==> config.mk <==
export PLATFORM = sky130hd
export DESIGN_NAME = position_integrator
export DESIGN_NICKNAME = d
export VERILOG_FILES = /design/src/rtl/position_integrator.sv
export SDC_FILE = /design/constraint.sdc
export NUM_CORES = 1
export LEC_CHECK = 0
export CORE_UTILIZATION = 50
export DETAILED_ROUTE_END_ITERATION = 8
export PLACE_DENSITY = 0.78
export RECOVER_POWER = 50
export SLEW_MARGIN = 20
export SYNTH_ARGS = -nofsm -noshare
export SYNTH_HDL_FRONTEND = slang
export SYNTH_SLANG_ARGS = --single-unit
==> constraint.sdc <==
create_clock -name clk -period 4.4 [get_ports clk]
set_input_delay 1.1 -clock clk [delete_from_list [all_inputs] [get_ports clk]]
set_output_delay 1.1 -clock clk [all_outputs]
set_load 0.005 [all_outputs]
==> src/rtl/position_integrator.sv <==
// Odometry integration stage: converts unsigned travel steps with direction
// and cardinal heading into signed deltas and accumulates them into
// saturating (or wrapping) signed X/Y position registers.
module position_integrator #(
  parameter int unsigned WIDTH  = 16,
  parameter bit          SAT_EN = 1'b1
) (
  input  logic             clk,
  input  logic             rst,
  input  logic             step_valid,
  output logic             step_ready,
  input  logic [WIDTH-1:0] step_mag,
  input  logic             step_dir,
  input  logic [1:0]       heading,
  input  logic             zero_pos,
  output logic [WIDTH-1:0] pos_x,
  output logic [WIDTH-1:0] pos_y,
  output logic             upd_done,
  output logic             ovf
);

  localparam logic [WIDTH-1:0] MAG_MAX = {1'b0, {(WIDTH-1){1'b1}}};
  localparam logic [WIDTH-1:0] POS_MIN = {1'b1, {(WIDTH-1){1'b0}}};

  typedef enum logic [1:0] {
    IDLE = 2'd0,
    CONV = 2'd1,
    ACC  = 2'd2
  } state_t;

  state_t           r_state;
  state_t           w_state_nx;

  logic [WIDTH-1:0] r_mag;
  logic             r_dir;
  logic [1:0]       r_head;
  logic [WIDTH-1:0] r_delta;
  logic [WIDTH-1:0] r_pos_x;
  logic [WIDTH-1:0] r_pos_y;
  logic             r_upd_done;
  logic             r_ovf;
  logic             r_ready;

  logic             w_neg;
  logic [WIDTH-1:0] w_target;
  logic [WIDTH:0]   w_sum;
  logic             w_sum_ovf;
  logic [WIDTH-1:0] w_new;

  // State register
  always_ff @(posedge clk) begin
    if (rst) begin
      r_state <= IDLE;
    end else begin
      r_state <= w_state_nx;
    end
  end

  // Next-state logic; zero_pos aborts any in-flight step
  always_comb begin
    w_state_nx = r_state;
    case (r_state)
      IDLE:    if (step_valid) w_state_nx = CONV;
      CONV:    w_state_nx = ACC;
      ACC:     w_state_nx = IDLE;
      default: w_state_nx = IDLE;
    endcase
    if (zero_pos) w_state_nx = IDLE;
  end

  // Delta sign, target-axis sum and overflow/saturation resolution
  always_comb begin
    w_neg     = r_dir ^ r_head[1];
    w_target  = r_head[0] ? r_pos_x : r_pos_y;
    w_sum     = {w_target[WIDTH-1], w_target} + {r_delta[WIDTH-1], r_delta};
    w_sum_ovf = w_sum[WIDTH] ^ w_sum[WIDTH-1];
    w_new     = w_sum[WIDTH-1:0];
    if (w_sum_ovf && SAT_EN) begin
      w_new = w_sum[WIDTH] ? POS_MIN : MAG_MAX;
    end
  end

  // Datapath registers: step capture, delta conversion, accumulation
  always_ff @(posedge clk) begin
    if (rst) begin
      r_mag      <= '0;
      r_dir      <= 1'b0;
      r_head     <= 2'd0;
      r_delta    <= '0;
      r_pos_x    <= '0;
      r_pos_y    <= '0;
      r_upd_done <= 1'b0;
      r_ovf      <= 1'b0;
      r_ready    <= 1'b1;
    end else begin
      r_ready    <= (w_state_nx == IDLE);
      r_upd_done <= 1'b0;
      if (zero_pos) begin
        r_pos_x <= '0;
        r_pos_y <= '0;
        r_ovf   <= 1'b0;
      end else begin
        case (r_state)
          IDLE: begin
            if (step_valid) begin
              r_mag  <= (step_mag > MAG_MAX) ? MAG_MAX : step_mag;
              r_dir  <= step_dir;
              r_head <= heading;
            end
          end
          CONV: begin
            r_delta <= w_neg ? (~r_mag + WIDTH'(1)) : r_mag;
          end
          ACC: begin
            if (r_head[0]) r_pos_x <= w_new;
            else           r_pos_y <= w_new;
            if (w_sum_ovf && SAT_EN) r_ovf <= 1'b1;
            r_upd_done <= 1'b1;
          end
          default: ;
        endcase
      end
    end
  end

  assign step_ready = r_ready;
  assign pos_x      = r_pos_x;
  assign pos_y      = r_pos_y;
  assign upd_done   = r_upd_done;
  assign ovf        = r_ovf;

endmodule

==> impl_metrics.json, run 1 <==
{
  "outcome": "finished, violations left",
  "violations": "max-capacitance violations, max-slew violations",
  "setup_viol": 0,
  "switching_share_pct": 24.7,
  "grt_pass1_wl_mm": 16.0,
  "syn2layout_area_growth_pct": 20.8,
  "hold_buffers": 0,
  "yosysSeqAreaShare_pct": 36.0,
  "place_area_sq_um": 4640,
  "gp_congestion": 0.931,
  "async_flop_share_pct": 0,
  "hold_slack_ps": 460,
  "htree_levels": 3,
  "cts_setup_buffers": 0,
  "synthCells": 460,
  "antenna_left": 0,
  "syn_nets": 501,
  "fin_tns_setup_ps": 0,
  "wl_per_cell_um": 15.0,
  "dp_slack_ps": 865,
  "core_region_area_sq_um": 7730,
  "rr_worst_depth": 11,
  "synth_area_sq_um": 4010,
  "die_w_um": 91.5,
  "diodes": 0,
  "drt_wl_total_mm": 9.25,
  "antenna_found_initial": 0,
  "rsz0062_at_grt": "no",
  "drive_above_1_share_pct": 9.55,
  "io_pins": 58,
  "hold_depth": 2,
  "final_nets": 550,
  "hold_violations": 0,
  "p_per_area_nw_per_um2": 287,
  "crit_required_ps": 4690,
  "skew_ps": 7.91,
  "post-route-min-period_ps": 3600,
  "fin_ws_ps": 799,
  "die-area_sq_um": 8380,
  "p_int_w": 0.00105,
  "start_util_pct": 51.8,
  "clock_path_buffers": 2,
  "io_buffers": 57,
  "crit_path_start_kind": "flop",
  "path_max_fanout": 12,
  "post-route-period-util_pct": 81.8,
  "drv_slew": 40,
  "track_usage_pct": 24.0,
  "cap_violations": 1,
  "vias_per_cell": 5.61,
  "p_sw_w": 0.000343,
  "crit_type": "flop to flop",
  "yosysUniqueCellTypes": 58,
  "p_leak_nw": 1.97,
  "drt_iter0_drc": 194,
  "arrival_ps": 3890,
  "cts_tree": "done",
  "tightest_slew_ps": 1600,
  "p_comb_share_pct": 11.4,
  "cts_resized": 0,
  "p_seq_share_pct": 49.6,
  "endpoint_kind": "flop",
  "overflow": 0,
  "yosysWarnings": 0,
  "hp-class": "flop to flop",
  "path_clk_slew_ps": 70,
  "drc_errors": 0,
  "stdcell_area_sq_um": 4840,
  "synth_seq_cells": 72,
  "finalPower_w": 0.00139,
  "maxSlewHeadroom_pct": -6.82,
  "ir_drop_mv": 0.179,
  "synth_edf_count": 0,
  "die_h_um": 91.5,
  "grt_pass1_vias": 3330,
  "timing.fmax_mhz": 278,
  "rrSetupSlack_ps": 800,
  "syn_avg_cell_area_sq_um": 8.71,
  "num_rows": 32,
  "cts_root_buf": "clkbuf_8",
  "clk_latency_ps": 350,
  "cts_inserted_buffers": 9,
  "dr.pass1.iters": 4,
  "power.share.clock_pct": 39.1,
  "synthFlopType": "dfxtp_1",
  "clock-sinks": 72,
  "grt_max_degree": 40,
  "dp_hpwl_mm": 7.09,
  "vias": 3452
}
## logic make-up after synthesis
family	synth area share, %
AND/OR/NAND/NOR	16.4
XOR/XNOR	5.87
buffers and inverters	3.81
adder cells (fa/ha/maj)	8.12
flip-flops	36.0
AO/OA/AOI/OAI	24.0
multiplexers	5.84
## placed cells by master (no fill, tap or decap), types with 4 or more instances in the layout
cell type	netlist	routed
nor3_1	5	5
o21ba_1	7	7
inv_1	12	12
dlygate4sd3_1	0	37
a211oi_1	32	32
a221o_1	12	12
o211ai_1	5	5
and2_1	4	4
mux2_2	15	15
nor2_1	75	74
nor2b_1	5	5
nand2b_1	6	6
xnor2_1	15	15
o21ai_0	26	26
ha_1	17	17
clkbuf_8	0	12
clkdlybuf4s50_1	0	20
dfxtp_1	72	72
xor2_1	10	10
mux2i_1	5	5
maj3_1	7	7
nand2_1	30	30
a21oi_1	27	27
## critical path, cell delays in order, from the launching register on
cell      delay (ps)
dfxtp_1          640
buf_4            260
mux2i_1          300
inv_1             80
ha_1             290
a211oi_1         310
o21ai_1          170
o21a_1           240
o22ai_4          200
xnor2_1          180
nor3_2           630
a221o_1          240
## synthesized netlist by cell type (all sizes together), types with 3 or more instances
library cell | instances | share of area, %
xnor2 | 16 | 3.7
o211ai | 5 | 0.94
o21ai | 30 | 3.8
ha | 17 | 5.3
a31oi | 3 | 0.47
a21o | 3 | 0.56
or3 | 3 | 0.59
nor3 | 6 | 0.87
nor2b | 6 | 1.1
mux2i | 5 | 1.2
xor2 | 10 | 2.2
a21oi | 28 | 3.6
o21ba | 7 | 1.7
dfxtp | 72 | 36
inv | 12 | 1.1
clkbuf | 16 | 1.5
a221o | 12 | 3.0
mux2 | 16 | 4.6
maj3 | 9 | 2.3
nor4 | 3 | 0.47
and2 | 4 | 0.62
buf | 7 | 1.2
nand2 | 30 | 2.8
a311oi | 3 | 0.66
nor2 | 75 | 7.0
a211oi | 32 | 6.0
nand2b | 6 | 0.94
and3 | 3 | 0.47
## metrics by stage
stage                     utilization (%)  cells
after floorplan                         -    460
after global placement               60.0    600
after detailed placement             60.0    600
after CTS                            62.6    615
after global routing                 62.6    615
final                                62.6    615
## sequential cells by signal, indices dropped and copies added (netlist names)
register    count
r_delta        16
r_head          2
pos_y          16
r_mag          16
upd_done        1
r_state         2
step_ready      1
r_dir           1
ovf             1
pos_x          16
## power groups by stage
| stage | combinational, W | clock (W) | sequential [W] |
|---|---|---|---|
| finish | 0.000158 | 0.000542 | 0.000688 |
| global route | 0.000177 | 0.000585 | 0.000692 |
| CTS | 0.000159 | 0.000551 | 0.000688 |
| detailed placement | 0.000159 | 0 | 0.000703 |
| global placement | 0.000155 | 0 | 0.000703 |
| floorplan | 0.000113 | 0 | 0.000697 |
## layout make-up
cell class / count / area [sq um]
fillers: 675 / 2890
multi-input cells: 353 / 2420
flip-flops and latches: 72 / 1440
repair buffers: 61 / 597
clock buffers: 12 / 165
well taps: 102 / 128
inverters: 12 / 45.0
clock inverters: 3 / 40.0
## path summary, 6_finish.rpt
check                            startpoint          end
worst min-delay path            r_delta[10]  r_delta[10]
worst max-delay path              r_head[0]     pos_x[7]
worst min register to register  r_delta[10]  r_delta[10]
worst max register to register    r_head[0]     pos_x[7]
## layer usage
layer,wire [um],track usage (%)
met2,4360,40.4
met3,501,5.70
met4,102,7.41
met1,4290,30.1
met5,0,0
Power figures use the tool's default switching activity.
==> run 2, diff against run 1 <==
Settings changed: CORE_UTILIZATION 50 to 49, PLACE_DENSITY 0.78 to 0.8.
Clock period 4.4 ns to 2.99 ns, I/O delays scaled along.
==> run 2 against run 1 <==
  * The flow finishes with violations (negative setup slack)
  * Total power is 48% higher
  * Global-route usage fell by 0.37 points
  * Worst hold slack better by 20 ps
  * Design area rose by 14%
  * Clock skew is 2.9 ps higher
  * Cell count is 7.2% higher
  * First-iteration DRC count increased by 23%
  * Utilization rose by 8.3 points
  * Critical path type unchanged
  * Largest cell class unchanged
==> impl_metrics.json, run 2 (same netlist as run 1, synthesis figures left out) <==
{
  "skew_ps": 10.8,
  "vias": 3847,
  "fin_ws_ps": -20.1,
  "min_from": "ovf",
  "critical_path.startpoint": "r_head[0]",
  "die_w_um": 92.4,
  "drive_above_1_share_pct": 21.4,
  "violations": "negative setup slack",
  "dp_slack_ps": -55.7,
  "dp_hpwl_mm": 7.43,
  "ir_drop_mv": 0.259,
  "maxSlewHeadroom_pct": 33.2,
  "cp_top_family": "compound AO/OA/AOI/OAI gates",
  "hold_violations": 0,
  "dp.cells": 637,
  "final_cell_mix": "75 x nor2_1, 71 x dfxtp_1, 38 x buf_4, 31 x a211oi_1, 31 x dlygate4sd3_1",
  "timing.fmax_mhz": 332,
  "grt_max_degree": 37,
  "grt_pass1_vias": 3440,
  "cts_root_buf": "clkbuf_8",
  "grt_pass1_wl_mm": 16.1,
  "hp-class": "flop to flop",
  "overflow": 0,
  "path_clk_slew_ps": 80,
  "instances_no_fill": 659,
  "gp_congestion": 0.905,
  "clk_latency_ps": 340,
  "io_pins": 58,
  "core_region_area_sq_um": 7810,
  "die-area_sq_um": 8540,
  "r2r-start": "r_head[0]",
  "drc_errors": 0,
  "track_usage_pct": 23.6,
  "path_cells": "clkbuf_16 > mux2_4 > ha_4 > buf_6 > a21oi_4 > o21ai_2 > or3_4 > o22ai_4 > mux2_4 > nor2b_4 > clkbuf_16 > a221o_1",
  "path_buf_inv": 3,
  "num_rows": 32,
  "clock-sinks": 72,
  "drv_slew": 0,
  "post-route-min-period_ps": 3010,
  "finalPower_w": 0.00205,
  "wl_per_cell_um": 16.4,
  "diodes": 0,
  "layout_commonest_cell": "nor2_1",
  "dr.pass1.iters": 5,
  "start_util_pct": 51.3,
  "cts_tree": "done",
  "tightest_slew_ps": 1000,
  "antenna_left": 0,
  "hold_buffers": 0,
  "setup_viol": 1,
  "crit_required_ps": 3230,
  "endpoint_kind": "flop",
  "syn2layout_area_growth_pct": 38.3,
  "place_area_sq_um": 5010,
  "p_per_area_nw_per_um2": 370,
  "p_leak_nw": 2.18,
  "stdcell_area_sq_um": 5540,
  "antenna_found_initial": 0,
  "path_max_fanout": 7,
  "final_nets": 594,
  "io_buffers": 57,
  "cap_violations": 0,
  "die_h_um": 92.4,
  "arrival_ps": 3250,
  "rsz0062_at_grt": "yes",
  "crit_path_start_kind": "flop",
  "vias_per_cell": 5.84,
  "clock_path_buffers": 2,
  "crit_type": "flop to flop",
  "outcome": "finished, violations left",
  "htree_levels": 3,
  "crit_slowest_cell": "dfxtp_4",
  "drt_iter0_drc": 238,
  "slowest_delay_ps": 400,
  "drt_wl_total_mm": 10.8,
  "cts_inserted_buffers": 9,
  "post-route-period-util_pct": 101
}
[run 2: changes by cell type in the layout (fill, tap and decap cells not counted), sizes merged]
| cell | change |
|---|---|
| inv | +1 |
| clkinvlp | +1 |
| buf | +40 |
| dlygate4sd3 | -6 |
| clkdlybuf4s50 | +6 |
| clkbuf | +2 |
[run 2: worst min-delay path, stage by stage, from the launching register on]
cell and delay, ps:
dfxtp_1 330, inv_1 50, a31oi_1 60
[run 2: where the power goes]
part	total, W	switching [W]	internal, W	leakage [nW]
Clock	0.000757	0.000354	0.000403	0.0985
Sequential	0.00101	0.0000298	0.000984	0.585
Combinational	0.000277	0.000140	0.000137	1.49
Total	0.00205	0.000524	0.00152	2.18
[run 2: routing by layer]
layer	wire [um]	up-vias	global-route usage [%]	part of all wire, %
met5	0	-	0	0
met4	388	0	9.24	3.6
met3	744	35	4.43	6.9
met2	5190	169	39.6	48
met1	4490	1783	29.8	42
li1	-	1860	-	-
[run 2: final timing paths]
path / end / slack [ps] / cells past startpoint
worst max-delay path: pos_x[5] / -20 / 12
worst min-delay path: ovf / 480 / 2
worst max register to register: pos_x[5] / -20 / 12
worst min register to register: ovf / 480 / 2
[run 2: what timing repair did]
| item | CTS | global route |
|---|---|---|
| endpoints found under the hold margin | 0 | 0 |
| pin swaps | 3 | 19 |
| gates cloned | 0 | 3 |
| buffers inserted | 1 | 3 |
| resized for setup | 3 | 36 |
| endpoints found under the setup margin | 6 | 31 |
[run 2: area by class of cell]
type	count	area [sq um]
Tap cell	102	128
Inverter	12	45.0
Clock buffer	10	138
Clock inverter	5	56.3
Multi-Input combinational cell	353	2710
Timing Repair Buffer	105	1020
Sequential cell	72	1450
Fill cell	567	2270
[run 2: stage by stage]
step / hold slack, ps / TNS (ps) / util [%]
finish: 480 / -20.1 / 71.0
detailed placement: 466 / -57.1 / 64.2
CTS: 479 / 0 / 67.0
global placement: 464 / 0 / 64.2
floorplan: 441 / 0 / -
global route: 512 / -788 / 71.0
